**src/rtl/axis_arb_mux.sv**
```systemverilog
// N-input AXI4-Stream mux with packet-locked arbitration (external select or
// round-robin) and a single registered, back-pressured output stage.
module axis_arb_mux #(
  parameter int unsigned DATA_WIDTH = 8,
  parameter int unsigned NUM_CH     = 4,
  parameter int unsigned ARB_MODE   = 0,
  localparam int unsigned CH_W      = (NUM_CH > 1) ? $clog2(NUM_CH) : 1
) (
  input  logic                         ACLK,
  input  logic                         ARESETn,
  input  logic [NUM_CH*DATA_WIDTH-1:0] s_tdata,
  input  logic [NUM_CH-1:0]            s_tvalid,
  input  logic [NUM_CH-1:0]            s_tlast,
  output logic [NUM_CH-1:0]            s_tready,
  input  logic [CH_W-1:0]              sel,
  output logic [DATA_WIDTH-1:0]        m_tdata,
  output logic                         m_tvalid,
  output logic                         m_tlast,
  input  logic                         m_tready,
  output logic                         busy,
  output logic [CH_W-1:0]              cur_ch
);

  typedef enum logic {IDLE, PKT} state_t;

  state_t          state, state_nxt;
  logic [CH_W-1:0] grant;
  logic [CH_W-1:0] cur_ch_r;
  logic [CH_W-1:0] rr_ptr;
  logic [CH_W-1:0] cand;
  logic            cand_ok;
  logic            accept;
  logic            beat;
  int unsigned     idx;

  assign accept = !m_tvalid || m_tready;
  assign beat   = (state == PKT) && s_tvalid[grant] && accept;
  assign busy   = (state == PKT);
  assign cur_ch = cur_ch_r;

  // Candidate selection; round-robin scans rr_ptr+1 .. rr_ptr+NUM_CH so the
  // channel that just finished is considered last.
  always_comb begin
    cand    = '0;
    cand_ok = 1'b0;
    idx     = 0;
    if (ARB_MODE == 0) begin
      if (32'(sel) < NUM_CH) begin
        cand    = sel;
        cand_ok = s_tvalid[sel];
      end
    end else begin
      for (int unsigned i = 1; i <= NUM_CH; i++) begin
        idx = 32'(rr_ptr) + i;
        if (idx >= NUM_CH) idx = idx - NUM_CH;
        if (!cand_ok && s_tvalid[idx]) begin
          cand    = CH_W'(idx);
          cand_ok = 1'b1;
        end
      end
    end
  end

  always_comb begin
    state_nxt = state;
    s_tready  = '0;
    case (state)
      IDLE: begin
        if (cand_ok) state_nxt = PKT;
      end
      PKT: begin
        s_tready[grant] = accept;
        if (beat && s_tlast[grant]) state_nxt = IDLE;
      end
      default: state_nxt = IDLE;
    endcase
  end

  always_ff @(posedge ACLK or negedge ARESETn) begin
    if (!ARESETn) begin
      state    <= IDLE;
      grant    <= '0;
      cur_ch_r <= '0;
      rr_ptr   <= CH_W'(NUM_CH - 1);
      m_tdata  <= '0;
      m_tvalid <= 1'b0;
      m_tlast  <= 1'b0;
    end else begin
      state <= state_nxt;
      if (state == IDLE && cand_ok) begin
        grant    <= cand;
        cur_ch_r <= cand;
      end
      if (beat && s_tlast[grant]) rr_ptr <= grant;
      if (beat) begin
        m_tdata  <= s_tdata[grant*DATA_WIDTH +: DATA_WIDTH];
        m_tlast  <= s_tlast[grant];
        m_tvalid <= 1'b1;
      end else if (m_tready) begin
        m_tvalid <= 1'b0;
      end
    end
  end

endmodule

```
**config.mk**
```make
export PLATFORM = sky130hd
export DESIGN_NAME = axis_arb_mux
export DESIGN_NICKNAME = d
export VERILOG_FILES = /design/src/rtl/axis_arb_mux.sv
export SDC_FILE = /design/constraint.sdc
export NUM_CORES = 1
export LEC_CHECK = 0
export BUFFER_PORTS_ARGS = -buffer_cell sky130_fd_sc_hd__buf_2
export CORE_UTILIZATION = 42
export CTS_CLUSTER_SIZE = 28
export DETAILED_ROUTE_END_ITERATION = 7
export PLACE_DENSITY = 0.83
export SLEW_MARGIN = 20
export SYNTH_ARGS = -nofsm -noshare
export SYNTH_HDL_FRONTEND = slang
export SYNTH_SLANG_ARGS = --single-unit
```
**constraint.sdc**
```tcl
create_clock -name ACLK -period 2.5 [get_ports ACLK]
set_input_delay 0.5 -clock ACLK [delete_from_list [all_inputs] [get_ports ACLK]]
set_output_delay 0.5 -clock ACLK [all_outputs]
set_load 0.02 [all_outputs]
```
# Yosys cells after proc, flatten, opt, wreduce, memory -nomap -nowiden
# Index checks and enable logic that the tools add are counted.
dict set report word_totals {
  regBits 13
  memories 0
  latchBits 0
  elab_cells 33
  out_inout_bits 17
  mem_bits_ro 0
  in_bits 45
  ramBits 0
}
dict set report classes {
  n_div 0
  n_eq_ne 0
  addsub 0
  n_mux 14
  bitwise_logic 2
  shifts 1
  mul 0
  n_lt_le_gt_ge 3
  n_reduce_logical 8
}
# operator n
set ops {}
lappend ops {{indexed part select 32 x 6 -> 8 bit} 1}
lappend ops {{2-to-1 mux 1 bit} 8}
lappend ops {{binary-select mux 1 bit (select 2 bit)} 3}
lappend ops {{less-than comparator 2 x 3 -> 1 bit, second input constant} 2}
lappend ops {{logical AND 1 bit} 5}
lappend ops {{bitwise AND 4 bit} 1}
lappend ops {{2-to-1 mux 4 bit} 1}
lappend ops {{demux 1 bit (select 2 bit)} 1}
lappend ops {{greater-or-equal comparator 2 x 1 -> 1 bit, second input constant} 1}
lappend ops {{case mux 1 bit (2 select lines)} 1}
lappend ops {{nonzero test 2 bit} 1}
lappend ops {{logical NOT 1 bit} 1}
lappend ops {{logical OR 1 bit} 1}
lappend ops {{NOT 1 bit} 1}

# Longest topological paths before layout
# Gate-level depths: netlist of the first run.
dict set report logic_depth {
  depth_word 7
  mapped_depth 4
  depth_no_buf 3
}

# Worst setup path before layout of the first run
# OpenSTA, ideal clock, no wires.
dict set report synth_path {
  path_kind {register -> output}
  start {reg, netlist name cur_ch[1]}
  end {out s_tready[2]}
  arrival_ns 1.400
  setup_slack_ns 0.600
  t_required_ns 2.000
  n_path_buf 1
  stages_incl_launch_ff 4
  cell_sequence {dfrtp_1 > clkbuf_1 > inv_1 > nor3_1}
}
# item line_no
set synth_lines {}
lappend synth_lines {{to (decl)} 14} ;# output logic [NUM_CH-1:0] s_tready,

==> key figures, run 1 <==
Worst setup path
  • Crit path arrival time: 1.43 ns
  • Startpoint type of the worst setup path: register
  • Crit Path Category: register to output pin
  • Reg-to-reg slack, setup: 0.70 ns
  • Critical Path RT: 2.00 ns
  • Worst setup EP type: output pin
  • R2R cell count: 3
  • CP Max Fanout: 8

Placement
  • Pre-CTS setup slack: 0.711 ns
  • Gpl congestion: 0.721
  • Number of buffers added on ports: 61
  • Placed Cells: 136

Power
  • Sequential share of power: 32.3%
  • LEAKAGE: 0.000610 uW
  • Pwr per Cell Area: 1160 nW/um^2
  • Clk pwr share: 9.4%
  • Internal Power: 799 uW
  • Switch share: 41.8%
  • Net load switching power: 574 uW
  • Max VDD drop: 0.665 mV
  • Total Power: 1370 uW
  • Combinational share of power: 58.3%

Run
  • Max cap viols: 0

STA
  • Clock skew: 0.000965 ns
  • Setup WS post-layout: 0.568 ns
  • Setup tns final: 0 ns
  • Period Utilization, post-route: 77.3%
  • Fin. max-slew vios: 0
  • Fmax: 518 MHz
  • Slew margin rel.: 66.2%
  • Final hold viol count: 0
  • RSZ-0062 raised after global routing: false
  • Setup-failing EPs final: 0
  • Crit path time final: 1.93 ns
  • Worst-margin pin slew: 0.507 ns

Clocking
  • Hold-fix buffers, CTS: 0
  • Clock buffer count from CTS: 3
  • Clock Tree Buf Depth: 2
  • CTS tree: yes
  • CTS H-tree depth: 1
  • Post-CTS Setup Bufs: 0
  • # resized after CTS: 0
  • Clk pin slew, worst setup/hold paths: 0.08 ns
  • Skew-Pair Late Insertion Delay: 0.27 ns
  • CTS root buffer: clkbuf_4
  • CTS Sinks: 13

Synth
  • Net count after synthesis: 98
  • Sequential element share of the synthesized area: 38.5%
  • FF+latch count, synth: 13
  • Top post-synthesis cells by area: dfrtp_1 38%, mux4_1 28%, mux2_2 13%
  • Cells after synthesis: 53
  • Cell taking the most area after synthesis: dfrtp_1
  • Yosys cell types: 16
  • Top cell type's share of synthesized area: 38.5%
  • Post-Syn Area: 846 um^2
  • Yosys warning count: 0
  • Synthesized area per cell: 16.0 um^2

Final layout
  • Share of cells above drive strength 1: 69.6%
  • Most common cell after layout, fill and taps aside: buf_2
  • # diodes: 0
  • Most frequent cells in the layout: 61 x buf_2, 13 x dfrtp_1, 10 x mux2_2
  • Final std cells w/o fill: 140
  • Final core utilization: 65.7%
  • Final #Nets: 161
  • Synthesis-to-finish area growth: 39.9%

GRT
  • Total gr overflow: 0
  • Largest net degree at the start of global routing: 16
  • GRT Util Overall: 18.4%
  • Initial antenna violation count: 0
  • First-pass GRT wire length: 2820 um
  • Vias in the first global route: 699

Drt
  • Antenna Nets Post-Route: 0
  • First-pass DRT Iterations: 4
  • Wire length per cell: 13.4 um
  • Via count: 737
  • Iter 0 DRT Violations: 6
  • DRC viols: 0
  • Via density: 5.26
  • Total Wirelength: 1880 um

Floorplan
  • Top Ports: 62
  • Die ar.: 2200 um^2
  • Die Y: 46.9 um
  • Site row count: 15
  • Core footprint: 1800 um^2
  • Die W: 46.9 um
  • Starting Density: 46.9%

Status
  • Status: completed

Hold path
  • HP Class: input port to asynchronous set/reset pin
## cells by family after synthesis
family	Yosys count	synth area share [%]
compound gates	2	2.37
mux	21	46.6
flops	13	38.5
buf+inv	5	4.29
simple gates	12	8.28
## final timing paths
kind                                       startpoint                      to
worst max-delay path            cur_ch[0]$_DFFE_PN0P_             s_tready[1]
worst min register to register    m_tlast$_DFFE_PN0P_     m_tlast$_DFFE_PN0P_
worst min-delay path                          ARESETn  m_tdata[4]$_DFFE_PN0P_
min in group ACLK                              sel[1]   cur_ch[1]$_DFFE_PN0P_
max in group asynchronous                     ARESETn  m_tdata[6]$_DFFE_PN0P_
worst max register to register  cur_ch[0]$_DFFE_PN0P_  m_tdata[2]$_DFFE_PN0P_
## sequential cells by signal (all words and copies together), names as in the netlist
name and flops:
busy 1, cur_ch 2, m_tlast 1, m_tvalid 1, m_tdata 8
## per-stage QoR
stage	cell area, um^2	hold slack (ns)
final	1180	0.0961
after global routing	1180	0.107
after CTS	1180	0.0970
after detailed placement	1160	0.398
after global placement	1160	0.389
after floorplan	846	0.204
## layer usage
metal | global-route usage [%] | vias up | part of all wire, %
met5 | 0 | - | 0
met4 | 5.14 | 0 | 0
met3 | 3.85 | 0 | 9.4
met2 | 36.1 | 48 | 53
met1 | 19.6 | 345 | 38
li1 | - | 344 | -
## worst max-delay path: stages (launching register included)
cell and delay (ns):
dfrtp_1 0.55, buf_4 0.24, nand3_1 0.10, nor2_1 0.10
buf_2 0.17
## power groups by stage
stage,clock network [uW],logic [uW],registers [uW]
after floorplan,0,527,518
final,129,800,444
after global routing,145,862,461
after global placement,0,790,443
after CTS,134,811,446
after detailed placement,0,808,450
## final cells by class
cell class              instances  area, um^2
fillers                       165         618
multi-input cells              35         484
flip-flops and latches         13         325
repair buffers                 62         313
well taps                      25        31.3
clock buffers                   4        26.3
inverters                       1        3.75
## synth_stat cells
cell type,number
a21bo_2,2
buf_6,1
clkbuf_1,2
clkbuf_8,1
dfrtp_1,13
inv_1,1
mux2_2,10
mux4_1,9
mux4_2,2
nand2_1,3
nand2b_1,2
nand3_1,1
nand3_4,1
nand4_1,1
nor2_1,2
nor3_1,2
Note: power is estimated with default switching activity, not from simulation.
==> inputs of run 2 (changes only) <==
--- a/config.mk
+++ b/config.mk
@@ -6,10 +6,10 @@
 export NUM_CORES = 1
 export LEC_CHECK = 0
 export BUFFER_PORTS_ARGS = -buffer_cell sky130_fd_sc_hd__buf_2
-export CORE_UTILIZATION = 42
+export CORE_UTILIZATION = 39
 export CTS_CLUSTER_SIZE = 28
 export DETAILED_ROUTE_END_ITERATION = 7
-export PLACE_DENSITY = 0.83
+export PLACE_DENSITY = 0.78
 export SLEW_MARGIN = 20
 export SYNTH_ARGS = -nofsm -noshare
 export SYNTH_HDL_FRONTEND = slang
==> constraint.sdc (replaced) <==
create_clock -name ACLK -period 2 [get_ports ACLK]
set_input_delay 0.4 -clock ACLK [delete_from_list [all_inputs] [get_ports ACLK]]
set_output_delay 0.4 -clock ACLK [all_outputs]
set_load 0.02 [all_outputs]
==> key figures, run 2 (synthesis gave the netlist of run 1 again) <==
Clocking
  • Clock Tree Buf Depth: 2 (unchanged)
  • Clock buffer count from CTS: 3 (unchanged)
  • CTS H-tree depth: 1 (unchanged)
  • Post-CTS Setup Bufs: 0 (unchanged)
  • Skew-Pair Late Insertion Delay: 0.27 ns (about the same)
  • Clk pin slew, worst setup/hold paths: 0.08 ns (about the same)
  • CTS Sinks: 13 (unchanged)
  • # resized after CTS: 0 (unchanged)
  • CTS tree: yes
  • CTS root buffer: clkbuf_4
  • Hold-fix buffers, CTS: 0 (unchanged)

Drt
  • Iter 0 DRT Violations: 20 (+14)
  • Wire length per cell: 14.1 um (+5.3%)
  • Via count: 757 (+2.7%)
  • Total Wirelength: 2030 um (+8.3%)
  • Via density: 5.26 (-0.14%)
  • Antenna Nets Post-Route: 0 (unchanged)
  • DRC viols: 0 (unchanged)
  • First-pass DRT Iterations: 4 (unchanged)

Final layout
  • Reg area: 325 um^2 (unchanged)
  • Design area: 1200 um^2 (+1.5%)
  • Final #Nets: 163 (+1.2%)
  • # diodes: 0 (unchanged)
  • Synthesis-to-finish area growth: 42.0%
  • Biggest register: m_tdata
  • Fill cells: 180 (+9.1%)
  • Share of cells above drive strength 1: 70.1% (+0.52 points)
  • Largest register FFs: 8 (unchanged)
  • Most common cell after layout, fill and taps aside: buf_2
  • Most frequent cells in the layout: 61 x buf_2, 13 x dfrtp_1, 10 x mux2_2
  • Area of the multi-input gates: 484 um^2 (unchanged)

Power
  • Max VDD drop: 0.807 mV (+21%)
  • Pwr per Cell Area: 1470 nW/um^2 (+26%)
  • LEAKAGE: 0.000620 uW (+1.6%)
  • Total Power: 1760 uW (+28%)

Worst setup path
  • Crit Path Category: register to output pin
  • CP max-delay cell: dfrtp_1
  • Crit-path leading delay family: buffers and inverters
  • CP Max Fanout: 9 (+1)
  • Startpoint type of the worst setup path: register
  • Critical Path RT: 1.60 ns (-0.40 ns)
  • Slowest stage delay, CP: 0.47 ns (-0.08 ns)
  • Worst-path cell chain: buf_4 -> inv_1 -> nor3_1 -> buf_2
  • Crit path arrival time: 1.44 ns (about the same)
  • Buf/Inv on CP: 3 (+1)
  • Worst setup EP type: output pin

Placement
  • HPWL Detailed: 1670 um
  • Post-placement cell area: 1170 um^2 (+1.5%)
  • Number of buffers added on ports: 61 (unchanged)
  • Gpl congestion: 0.655 (-9.2%)
  • Pre-CTS setup slack: 0.307 ns (-0.405 ns)

Floorplan
  • Starting Density: 42.2% (-4.7 points)
  • Die W: 48.6 um (+3.6%)
  • Top Ports: 62 (unchanged)
  • Core footprint: 2000 um^2 (+11%)
  • Die ar.: 2360 um^2 (+7.4%)
  • Die Y: 48.6 um (+3.6%)
  • Site row count: 16 (+1)

GRT
  • Largest net degree at the start of global routing: 14 (-2)
  • Initial antenna violation count: 0 (unchanged)
  • First-pass GRT wire length: 3080 um (+9.3%)
  • GRT Util Overall: 17.9% (-0.55 points)
  • Vias in the first global route: 688 (-1.6%)
  • Total gr overflow: 0 (unchanged)

STA
  • Setup tns final: 0 ns (unchanged)
  • Period Utilization, post-route: 92.2%
  • Fin. max-slew vios: 0 (unchanged)
  • Setup WS post-layout: 0.157 ns (-0.412 ns)
  • Setup-failing EPs final: 0 (unchanged)
  • Worst-margin pin slew: 0.293 ns (-0.213 ns)
  • Fmax: 542 MHz
  • Slew margin rel.: 80.5% (+14 points)
  • Crit path time final: 1.84 ns
  • RSZ-0062 raised after global routing: false
  • Final hold viol count: 9 (+9)
  • Clock skew: 0.00448 ns (+0.00351 ns)
  • Hold Worst Slack: -0.00655 ns (-0.103 ns)

Status
  • Failing checks: negative hold slack
  • Status: complete, but fails checks

Run
  • Max cap viols: 0 (unchanged)

Hold path
  • HP Class: input port to asynchronous set/reset pin
[run 2: changes by cell type in the layout (fill, tap and decap cells not counted)]
cell / change
buf_4: +2
[run 2: final timing paths]
check / startpoint / to / slack, ns / cells past startpoint
min in group ACLK: sel[1] / cur_ch[1]$_DFFE_PN0P_ / 0.38 / 2
setup / recovery: cur_ch[1]$_DFFE_PN0P_ / s_tready[2] / 0.16 / 4
hold / removal: ARESETn / m_tvalid$_DFFE_PN0P_ / -0.007 / 1
max in group asynchronous: ARESETn / m_tdata[4]$_DFFE_PN0P_ / 1.78 / 1
setup reg to reg: cur_ch[0]$_DFFE_PN0P_ / m_tdata[1]$_DFFE_PN0P_ / 0.38 / 3
hold reg to reg: m_tlast$_DFFE_PN0P_ / m_tlast$_DFFE_PN0P_ / 0.51 / 1
[run 2: metrics by stage]
stage	instances	utilization [%]
2_1_floorplan	53	-
5_1_grt	144	60.0
3_5_place_dp	140	58.7
4_1_cts	144	60.0
6_report	144	60.0
3_3_place_gp	140	58.7
[run 2: power by group]
group,total (uW),leakage [uW],switching [uW],internal (uW)
clock,166,0.0000150,88.6,77.2
sequential,505,0.000153,103,402
combinational,1090,0.000452,545,545
total,1760,0.000620,737,1020
[run 2: final cells by class]
type / instances / share of cell area (%)
clock buffers: 4 / 2.19
inverters: 1 / 0.313
multi-input cells: 35 / 40.3
flip-flops and latches: 13 / 27.1
well taps: 27 / 2.81
repair buffers: 64 / 27.3
[run 2: routing by layer]
metal / vias up / wire, um / track usage (%)
met1: 366 / 777 / 19.3
li1: 344 / - / -
met5: - / 0 / 0
met2: 43 / 1070 / 31.9
met4: 0 / 37 / 10.3
met3: 4 / 146 / 4.09
